`config.mk`:
```
export PLATFORM = sky130hd
export DESIGN_NAME = acc_op_sequencer
export DESIGN_NICKNAME = d
export VERILOG_FILES = /design/src/rtl/acc_op_sequencer.sv
export SDC_FILE = /design/constraint.sdc
export NUM_CORES = 1
export LEC_CHECK = 0
export ABC_AREA = 1
export CORE_AREA = 3 3 69 71
export CTS_CLUSTER_DIAMETER = 60
export DETAILED_ROUTE_END_ITERATION = 12
export DIE_AREA = 0 0 72 74
export PLACE_DENSITY = 0.95
export SLEW_MARGIN = 0
export SYNTH_ARGS = -nofsm -noshare
export SYNTH_HDL_FRONTEND = slang
export SYNTH_SLANG_ARGS = --single-unit
```
`constraint.sdc`:
```
create_clock -name CLK -period 4.85 [get_ports CLK]
set_clock_uncertainty 0.2 [all_clocks]
set_input_delay 0.7275 -clock CLK [delete_from_list [all_inputs] [get_ports CLK]]
set_output_delay 0.7275 -clock CLK [all_outputs]
set_load 0.005 [all_outputs]
```
`src/rtl/acc_op_sequencer.sv`:
```
// Register-reference op sequencer for an 8-bit accumulator: IDLE -> EXEC -> FIN handshake FSM.
// Optional executed-command counter enabled by defining ACC_OP_SEQUENCER_STATS_EN.
module acc_op_sequencer #(
   parameter int WIDTH   = 8,
   parameter int STATS_W = 16
) (
   input  logic               CLK,
   input  logic               CLR,
   input  logic               CMD_VALID,
   output logic               CMD_READY,
   input  logic [3:0]         CMD_OP,
   input  logic [WIDTH-1:0]   CMD_OPERAND,
   input  logic [WIDTH-1:0]   AC_Q,
   output logic               AC_LD,
   output logic               AC_INC,
   output logic               AC_CLR,
   output logic [WIDTH-1:0]   AC_DATA,
   output logic               E,
   output logic               SKIP,
   output logic               DONE,
   output logic               BUSY,
   output logic [STATS_W-1:0] OP_COUNT
);

   typedef enum logic [1:0] {S_IDLE, S_EXEC, S_FIN} state_t;

   localparam logic [3:0] OP_CLA  = 4'd1,  OP_CMA = 4'd2,  OP_INC = 4'd3,  OP_LDA = 4'd4;
   localparam logic [3:0] OP_ADD  = 4'd5,  OP_AND = 4'd6,  OP_CIR = 4'd7,  OP_CIL = 4'd8;
   localparam logic [3:0] OP_CLE  = 4'd9,  OP_CME = 4'd10, OP_SZA = 4'd11, OP_SNA = 4'd12;
   localparam logic [3:0] OP_SZE  = 4'd13, OP_INCN = 4'd14;

   state_t           state_q, state_d;
   logic [3:0]       op_q;
   logic [WIDTH-1:0] opnd_q;
   logic [WIDTH-1:0] cnt_q, cnt_d;
   logic             e_q, e_d;
   logic             skip_q, skip_d;
   logic [WIDTH:0]   sum;
   logic             ld, inc, clr;
   logic [WIDTH-1:0] data;

   always_comb begin
      state_d = state_q;
      cnt_d   = cnt_q;
      e_d     = e_q;
      skip_d  = skip_q;
      ld      = 1'b0;
      inc     = 1'b0;
      clr     = 1'b0;
      data    = '0;
      sum     = {1'b0, AC_Q} + {1'b0, opnd_q};
      case (state_q)
         S_IDLE: begin
            if (CMD_VALID) begin
               state_d = S_EXEC;
               cnt_d   = CMD_OPERAND;
            end
         end
         S_EXEC: begin
            state_d = S_FIN;
            skip_d  = 1'b0;
            case (op_q)
               OP_CLA: clr = 1'b1;
               OP_CMA: begin ld = 1'b1; data = ~AC_Q; end
               OP_INC: inc = 1'b1;
               OP_LDA: begin ld = 1'b1; data = opnd_q; end
               OP_ADD: begin ld = 1'b1; data = sum[WIDTH-1:0]; e_d = sum[WIDTH]; end
               OP_AND: begin ld = 1'b1; data = AC_Q & opnd_q; end
               OP_CIR: begin ld = 1'b1; data = {e_q, AC_Q[WIDTH-1:1]}; e_d = AC_Q[0]; end
               OP_CIL: begin ld = 1'b1; data = {AC_Q[WIDTH-2:0], e_q}; e_d = AC_Q[WIDTH-1]; end
               OP_CLE: e_d = 1'b0;
               OP_CME: e_d = ~e_q;
               OP_SZA: skip_d = (AC_Q == '0);
               OP_SNA: skip_d = AC_Q[WIDTH-1];
               OP_SZE: skip_d = ~e_q;
               OP_INCN: begin
                  // count holds remaining increments; a zero count still spends one EXEC cycle
                  if (cnt_q != '0) begin
                     inc   = 1'b1;
                     cnt_d = cnt_q - 1'b1;
                  end
                  if (cnt_q > WIDTH'(1)) state_d = S_EXEC;
               end
               default: ;
            endcase
         end
         S_FIN: begin
            state_d = S_IDLE;
            skip_d  = 1'b0;
         end
         default: state_d = S_IDLE;
      endcase
      if (CLR) begin
         ld   = 1'b0;
         inc  = 1'b0;
         clr  = 1'b0;
         data = '0;
      end
   end

   always_ff @(posedge CLK) begin
      if (CLR) begin
         state_q <= S_IDLE;
         cnt_q   <= '0;
         e_q     <= 1'b0;
         skip_q  <= 1'b0;
      end else begin
         state_q <= state_d;
         cnt_q   <= cnt_d;
         e_q     <= e_d;
         skip_q  <= skip_d;
      end
   end

   // Command payload is plain data; it is only consumed after a fresh accept
   always_ff @(posedge CLK) begin
      if (state_q == S_IDLE && CMD_VALID) begin
         op_q   <= CMD_OP;
         opnd_q <= CMD_OPERAND;
      end
   end

   assign CMD_READY = (state_q == S_IDLE) && !CLR;
   assign BUSY      = (state_q != S_IDLE);
   assign DONE      = (state_q == S_FIN) && !CLR;
   assign SKIP      = DONE && skip_q;
   assign E         = e_q;
   assign AC_LD     = ld;
   assign AC_INC    = inc;
   assign AC_CLR    = clr;
   assign AC_DATA   = data;

`ifdef ACC_OP_SEQUENCER_STATS_EN
   logic [STATS_W-1:0] opcnt_q;

   always_ff @(posedge CLK) begin
      if (CLR)                           opcnt_q <= '0;
      else if (DONE && (opcnt_q != '1))  opcnt_q <= opcnt_q + 1'b1;
   end

   assign OP_COUNT = opcnt_q;
`else
   assign OP_COUNT = '0;
`endif

endmodule

```
==> metrics.md, run 1 <==
| Metric | Value |
|---|---|
| Status | finished clean |
| Residual DRC | 0 |
| Worst EP required | 3.92 ns |
| Slew Limit Fails | 0 |
| FP Rows | 24 |
| Gr usage total | 21.5% |
| GP Congestion | 0.957 |
| Total Nets Final | 428 |
| Mapped cell area | 2250 um^2 |
| Worst-path cell chain | clkdlybuf4s50_1 > ha_1 > inv_1 > fa_1 > inv_1 > nand3_1 > nand4_1 > nand3_1 > a21oi_1 > clkdlybuf4s50_1 |
| PostCTS Resize Cnt | 0 |
| Vias | 2363 |
| CTS sink cnt | 24 |
| Yosys warns | 0 |
| Synth top area cells | nand2_1, edfxtp_1, dfxtp_1, inv_1, ha_1 |
| Placed inst area | 2590 um^2 |
| Clock slew at reported path FFs | 0.08 ns |
| Post-Route WL | 5570 um |
| Maximum clock frequency | 254 MHz |
| Post-synth top area cell | nand2_1 |
| IO Pins | 55 |
| Gr ovfl total | 0 |
| Critical path data arrival time | 3.01 ns |
| Vias in the first global route | 2214 |
| Share of cells above drive strength 1 | 4.87% |
| Hold/Removal Path Class | register to register |
| Tmin final | 3.93 ns |
| Hold Buf Count CTS | 0 |
| Post-synthesis sequential area ratio | 26.7% |
| Pin count of the biggest net entering global routing | 14 |
| RSZ-0062 raised after global routing | false |
| Period Utilization, post-route | 81.1% |
| Initial Util | 52.4% |
| # diodes | 0 |
| Global-route wire length before repair | 9340 um |
| Hpwl dp | 4520 um |
| Number of CTS-inserted buffers | 3 |
| Type of the worst setup path | input port to primary output |
| Endpoint class of the critical path | primary output |
| Setup TNS | 0 ns |
| Core area | 4290 um^2 |
| Vias/cell | 5.35 |
| Crit-path leading delay family | buffers and inverters |
| Starting DRT DRC Count | 187 |
| Die X | 72 um |
| Area delta synth->final | 17.2% |
| Top cell type's share of synthesized area | 16.8% |
| Post-Syn Instances | 353 |
| Root buf cell | clkbuf_8 |
| Final hold viol count | 0 |
| Drt wl/cell | 12.6 um |
| Final setup viols | 0 |
| Async set-reset flop share out of synthesis | 0% |
| Die H | 74 um |
| Routed Antenna Nets | 0 |
| Buffers on Ports | 38 |
| Clock Latency Late Sink | 0.26 ns |
| Synth cell types | 33 |
| Worst vdd ir | 0.323 mV |
| CTS tree | built |
| Slowest CP cell | clkdlybuf4s50_1 |
| H-tree depth | 1 |
| Max FO, Critical Path | 4 |
| Post-synth EDFFs | 12 |
| Drt first pass iters | 5 |
| Synthesized area per cell | 6.38 um^2 |
| Register bit count reported by yosys | 24 |
| Cell area after layout | 2640 um^2 |
| Post-synth top cells | nand2_1, inv_1, nor2_1, nand3_1, a21oi_1 |
| CTS Buffer Depth | 2 |
| Postcts setup bufs | 0 |
| Most numerous cell in the Yosys netlist | nand2_1 |
| Die area | 5330 um^2 |
| Max_cap viols | 0 |
| Initial antenna violation count | 0 |
| Worst setup SP type | input port |
| Main synth FF type | edfxtp_1 |
| LEAKAGE | 1.21 nW |
| Power Density | 424 nW/um^2 |
| Critical path's largest stage delay | 0.56 ns |
| Crit path buf inv count | 4 |
==> routing by layer <==
layer  share of wire, %  track usage (%)  vias to the layer above
met4                2.3             9.60                        0
met5                  0                0                        -
met2                 50             38.5                      103
li1                   -                -                     1184
met1                 41             26.3                     1059
met3                6.0             2.16                       17
==> cells by family after synthesis <==
kind of cell / count (synthesis) / share of synthesized area, %
AOI/OAI and AO/OA: 55 / 13.5
xor gates and xnor gates: 1 / 0.389
adders and majority gates: 14 / 8.11
buffers and inverters: 71 / 15.6
DFF: 24 / 26.7
other: 1 / 0.167
and+or+nand+nor: 187 / 35.6
==> worst reg2reg max path: stages, from the launching register on <==
cell	delay, ns
dfxtp_1	0.36
inv_1	0.06
ha_1	0.34
inv_1	0.34
nand2_1	0.11
nand2_1	0.13
nand3_2	0.24
inv_1	0.22
nand2_1	0.08
nand2_1	0.07
nor2_1	0.04
==> final timing paths <==
check / start / endpoint / slack (ns) / cells after the start
worst max register to register: state_q[1] / cnt_q[5] / 2.54 / 10
worst min-delay path: skip_q / skip_q / 0.28 / 2
worst max-delay path: AC_Q[0] / AC_DATA[6] / 0.92 / 10
worst min register to register: skip_q / skip_q / 0.28 / 2
==> where the power goes <==
group	switching (mW)	internal (mW)	leakage (nW)
clock network	0.0612	0.0566	0.0231
registers	0.0534	0.285	0.213
logic	0.428	0.234	0.973
total	0.543	0.576	1.21
==> layout make-up <==
| class | instances | area (um^2) |
|---|---|---|
| clock buffers | 3 | 41.3 |
| well taps | 52 | 65.1 |
| clock inverters | 1 | 3.75 |
| fillers | 414 | 1650 |
| inverters | 51 | 191 |
| repair buffers | 38 | 380 |
| flip-flops and latches | 24 | 601 |
| multi-input cells | 273 | 1360 |
==> cell usage in the layout, fill, tap and decap left out, types with 2 or more instances in the layout <==
cell / count
inv_1: 50
nand3_1: 23
a21oi_1: 22
nor2_1: 38
nand4_1: 4
o211ai_1: 4
nor2_2: 3
o21ai_0: 19
o22ai_1: 3
o21ai_1: 2
nor2_4: 2
clkdlybuf4s50_1: 38
dfxtp_1: 12
nand2_2: 4
clkbuf_8: 3
or2_2: 4
conb_1: 16
edfxtp_1: 12
ha_1: 13
nand2_1: 101
nor3_1: 5
==> registers in the layout, summed over array words and instances (netlist names) <==
| register | flops |
|---|---|
| cnt_q | 8 |
| opnd_q | 8 |
| op_q | 4 |
| state_q | 2 |
| E | 1 |
| skip_q | 1 |
==> per-stage QoR <==
step	hold slack (ns)	cells	total power [mW]	setup slack, ns	utilization (%)
2_1_floorplan	0.236	368	0.850	2.15	-
3_3_place_gp	0.254	438	0.962	0.974	60.4
3_5_place_dp	0.267	438	0.989	0.948	60.4
4_1_cts	0.279	442	1.11	0.925	61.5
5_1_grt	0.296	442	1.24	0.777	61.5
6_report	0.279	442	1.12	0.915	61.5
Power figures use the tool's default switching activity.
==> inputs of run 2 (changes only) <==
CORE_AREA = 3 3 75 77   (was 3 3 69 71)
DIE_AREA = 0 0 78 80   (was 0 0 72 74)
PLACE_DENSITY = 0.86   (was 0.95)
clock period = 3.6 ns   (was 4.85 ns; I/O delays follow)
==> metrics.md, run 2 (synthesized netlist as in run 1, its figures left out) <==
| Metric | Value |
|---|---|
| Status | finished clean (unchanged) |
| Final setup viols | 0 (unchanged) |
| Max_cap viols | 0 (unchanged) |
| Buffers on Ports | 38 (unchanged) |
| Residual DRC | 0 (unchanged) |
| Period Utilization, post-route | 93.7% |
| Die X | 78 um (was 72 um) |
| Power Density | 581 nW/um^2 (was 424 nW/um^2) |
| Cell-internal power | 0.852 mW (was 0.576 mW) |
| Initial Util | 44.4% (was 52.4%) |
| Final hold viol count | 0 (unchanged) |
| Seq pwr share | 28.9% (was 30.3%) |
| Fin cells | 462 (was 442) |
| GP Congestion | 0.942 (was 0.957) |
| Number of CTS-inserted buffers | 3 (unchanged) |
| Commonest non-fill, non-tap cells in the layout | nand2_1, inv_1, nor2_1 (was nand2_1, inv_1, nor2_1, clkdlybuf4s50_1, nand3_1) |
| Clk pwr share | 14.9% (was 10.5%) |
| Setup TNS | 0 ns (unchanged) |
| Post-Route WL | 5600 um (was 5570 um) |
| H-tree depth | 1 (unchanged) |
| CTS sink cnt | 24 (unchanged) |
| Worst vdd ir | 0.374 mV (was 0.323 mV) |
| Filler cells | 508 (was 414) |
| Gr usage total | 18.2% (was 21.5%) |
| Worst hold slack | 0.284 ns (was 0.279 ns) |
| Worst reg2reg endpoint | cnt_q[5] (unchanged) |
| Worst EP required | 2.86 ns (was 3.92 ns) |
| Root buf cell | clkbuf_8 (unchanged) |
| Share of cells above drive strength 1 | 5.87% (was 4.87%) |
| Total Nets Final | 430 (was 428) |
| Starting DRT DRC Count | 262 (was 187) |
| Core area | 5070 um^2 (was 4290 um^2) |
| Type of the worst setup path | input port to primary output (unchanged) |
| Postcts setup bufs | 0 (unchanged) |
| Die area | 6240 um^2 (was 5330 um^2) |
| Worst setup SP type | input port (unchanged) |
| Max FO, Critical Path | 5 (was 4) |
| NetSw | 0.720 mW (was 0.543 mW) |
| Cell area after layout | 2710 um^2 (was 2640 um^2) |
| Origin of the worst setup path | AC_Q[3] (was AC_Q[0]) |
| Drt first pass iters | 4 (was 5) |
| Slew Limit Fails | 0 (unchanged) |
| Pin count of the biggest net entering global routing | 15 (was 14) |
| Gr ovfl total | 0 (unchanged) |
| CTS tree | built (unchanged) |
| Placed cells | 458 (was 438) |
| Vias/cell | 4.98 (was 5.35) |
| Drt wl/cell | 12.1 um (was 12.6 um) |
| Clock slew at reported path FFs | 0.09 ns (was 0.08 ns) |
| Placed inst area | 2630 um^2 (was 2590 um^2) |
| FP Rows | 26 (was 24) |
| Vias in the first global route | 2202 (was 2214) |
| Commonest non-fill, non-tap cell in the layout | nand2_1 (unchanged) |
| RSZ-0062 raised after global routing | false (unchanged) |
| Reg2Reg Setup Slack | 1.55 ns (was 2.54 ns) |
| Logic pwr share | 56.2% (was 59.2%) |
| Routed Antenna Nets | 0 (unchanged) |
| Final core area utilization | 53.4% (was 61.5%) |
| Hold/Removal Path Class | register to register (unchanged) |
| Maximum clock frequency | 296 MHz |
| Largest registers | cnt_q x8, opnd_q x8, op_q x4 (unchanged) |
| LEAKAGE | 1.24 nW (was 1.21 nW) |
| Die H | 80 um (was 74 um) |
| Tmin final | 3.37 ns |
| Vias | 2303 (was 2363) |
| Area delta synth->final | 20.3% (was 17.2%) |
| Clock Latency Late Sink | 0.27 ns (was 0.26 ns) |
| Critical path data arrival time | 2.63 ns (was 3.01 ns) |
| Switching share of power | 45.8% (was 48.5%) |
| CTS Buffer Depth | 2 (unchanged) |
| Multi-input logic area | 1360 um^2 (about the same) |
| Register area | 601 um^2 (unchanged) |
| # diodes | 0 (unchanged) |
| IO Pins | 55 (unchanged) |
| Global-route wire length before repair | 9280 um (was 9340 um) |
| Worst r2r src | state_q[1] (unchanged) |
| Hpwl dp | 4610 um (was 4520 um) |
| Initial antenna violation count | 0 (unchanged) |
| Endpoint class of the critical path | primary output (unchanged) |
| R2R cell count | 10 (unchanged) |
| CP endpoint | AC_DATA[4] (was AC_DATA[6]) |
-- run 2: critical path, stage by stage --
cell	delay (ns)
clkdlybuf4s50_1	0.50
ha_1	0.40
nand2_1	0.09
nand2_1	0.06
a21oi_1	0.17
nor2_1	0.06
nor2_1	0.08
nand2_1	0.05
a21oi_1	0.15
clkdlybuf4s50_1	0.53
-- run 2: timing repair --
action / in CTS / in global routing
gates resized for setup: 0 / 2
endpoints found under the setup margin: 0 / 1
hold buffers: 0 / 0
-- run 2: area by class of cell --
class | count | area share [%]
Timing Repair Buffer | 40 | 14.7
Clock inverter | 1 | 1.11
Sequential cell | 24 | 22.2
Inverter | 51 | 7.07
Tap cell | 70 | 3.23
Multi-Input combinational cell | 273 | 50.2
Clock buffer | 3 | 1.52
-- run 2: power by group through the flow --
stage                     clock network, mW  registers [mW]  logic, mW
after floorplan                           0           0.441      0.704
after global placement                    0           0.454      0.852
after detailed placement                  0           0.458      0.871
after CTS                             0.237           0.452      0.881
after global routing                  0.250           0.466       1.02
final                                 0.234           0.454      0.884
-- run 2: through the flow --
step / worst slack, ns / power, mW
finish: 0.226 / 1.57
CTS: 0.122 / 1.57
detailed placement: 0.125 / 1.33
global route: 0.0718 / 1.74
floorplan: 1.28 / 1.15
global placement: 0.163 / 1.31
-- run 2: how the worst min path moves through the flow --
stage	slack (ns)	to	startpoint	cells past startpoint
after floorplan	0.24	skip_q	skip_q	2
after global placement	0.25	skip_q	skip_q	2
after detailed placement	0.28	E	E	2
after CTS	0.29	E	E	2
after global routing	0.31	E	E	2
final	0.28	E	E	2
-- run 2: per-layer routing --
metal / GRT usage (%) / up-vias / share of wire (%)
met2: 33.5 / 107 / 49
met3: 2.26 / 16 / 7.0
li1: - / 1180 / -
met5: 0 / - / 0
met1: 20.4 / 1000 / 41
met4: 9.44 / 0 / 2.8
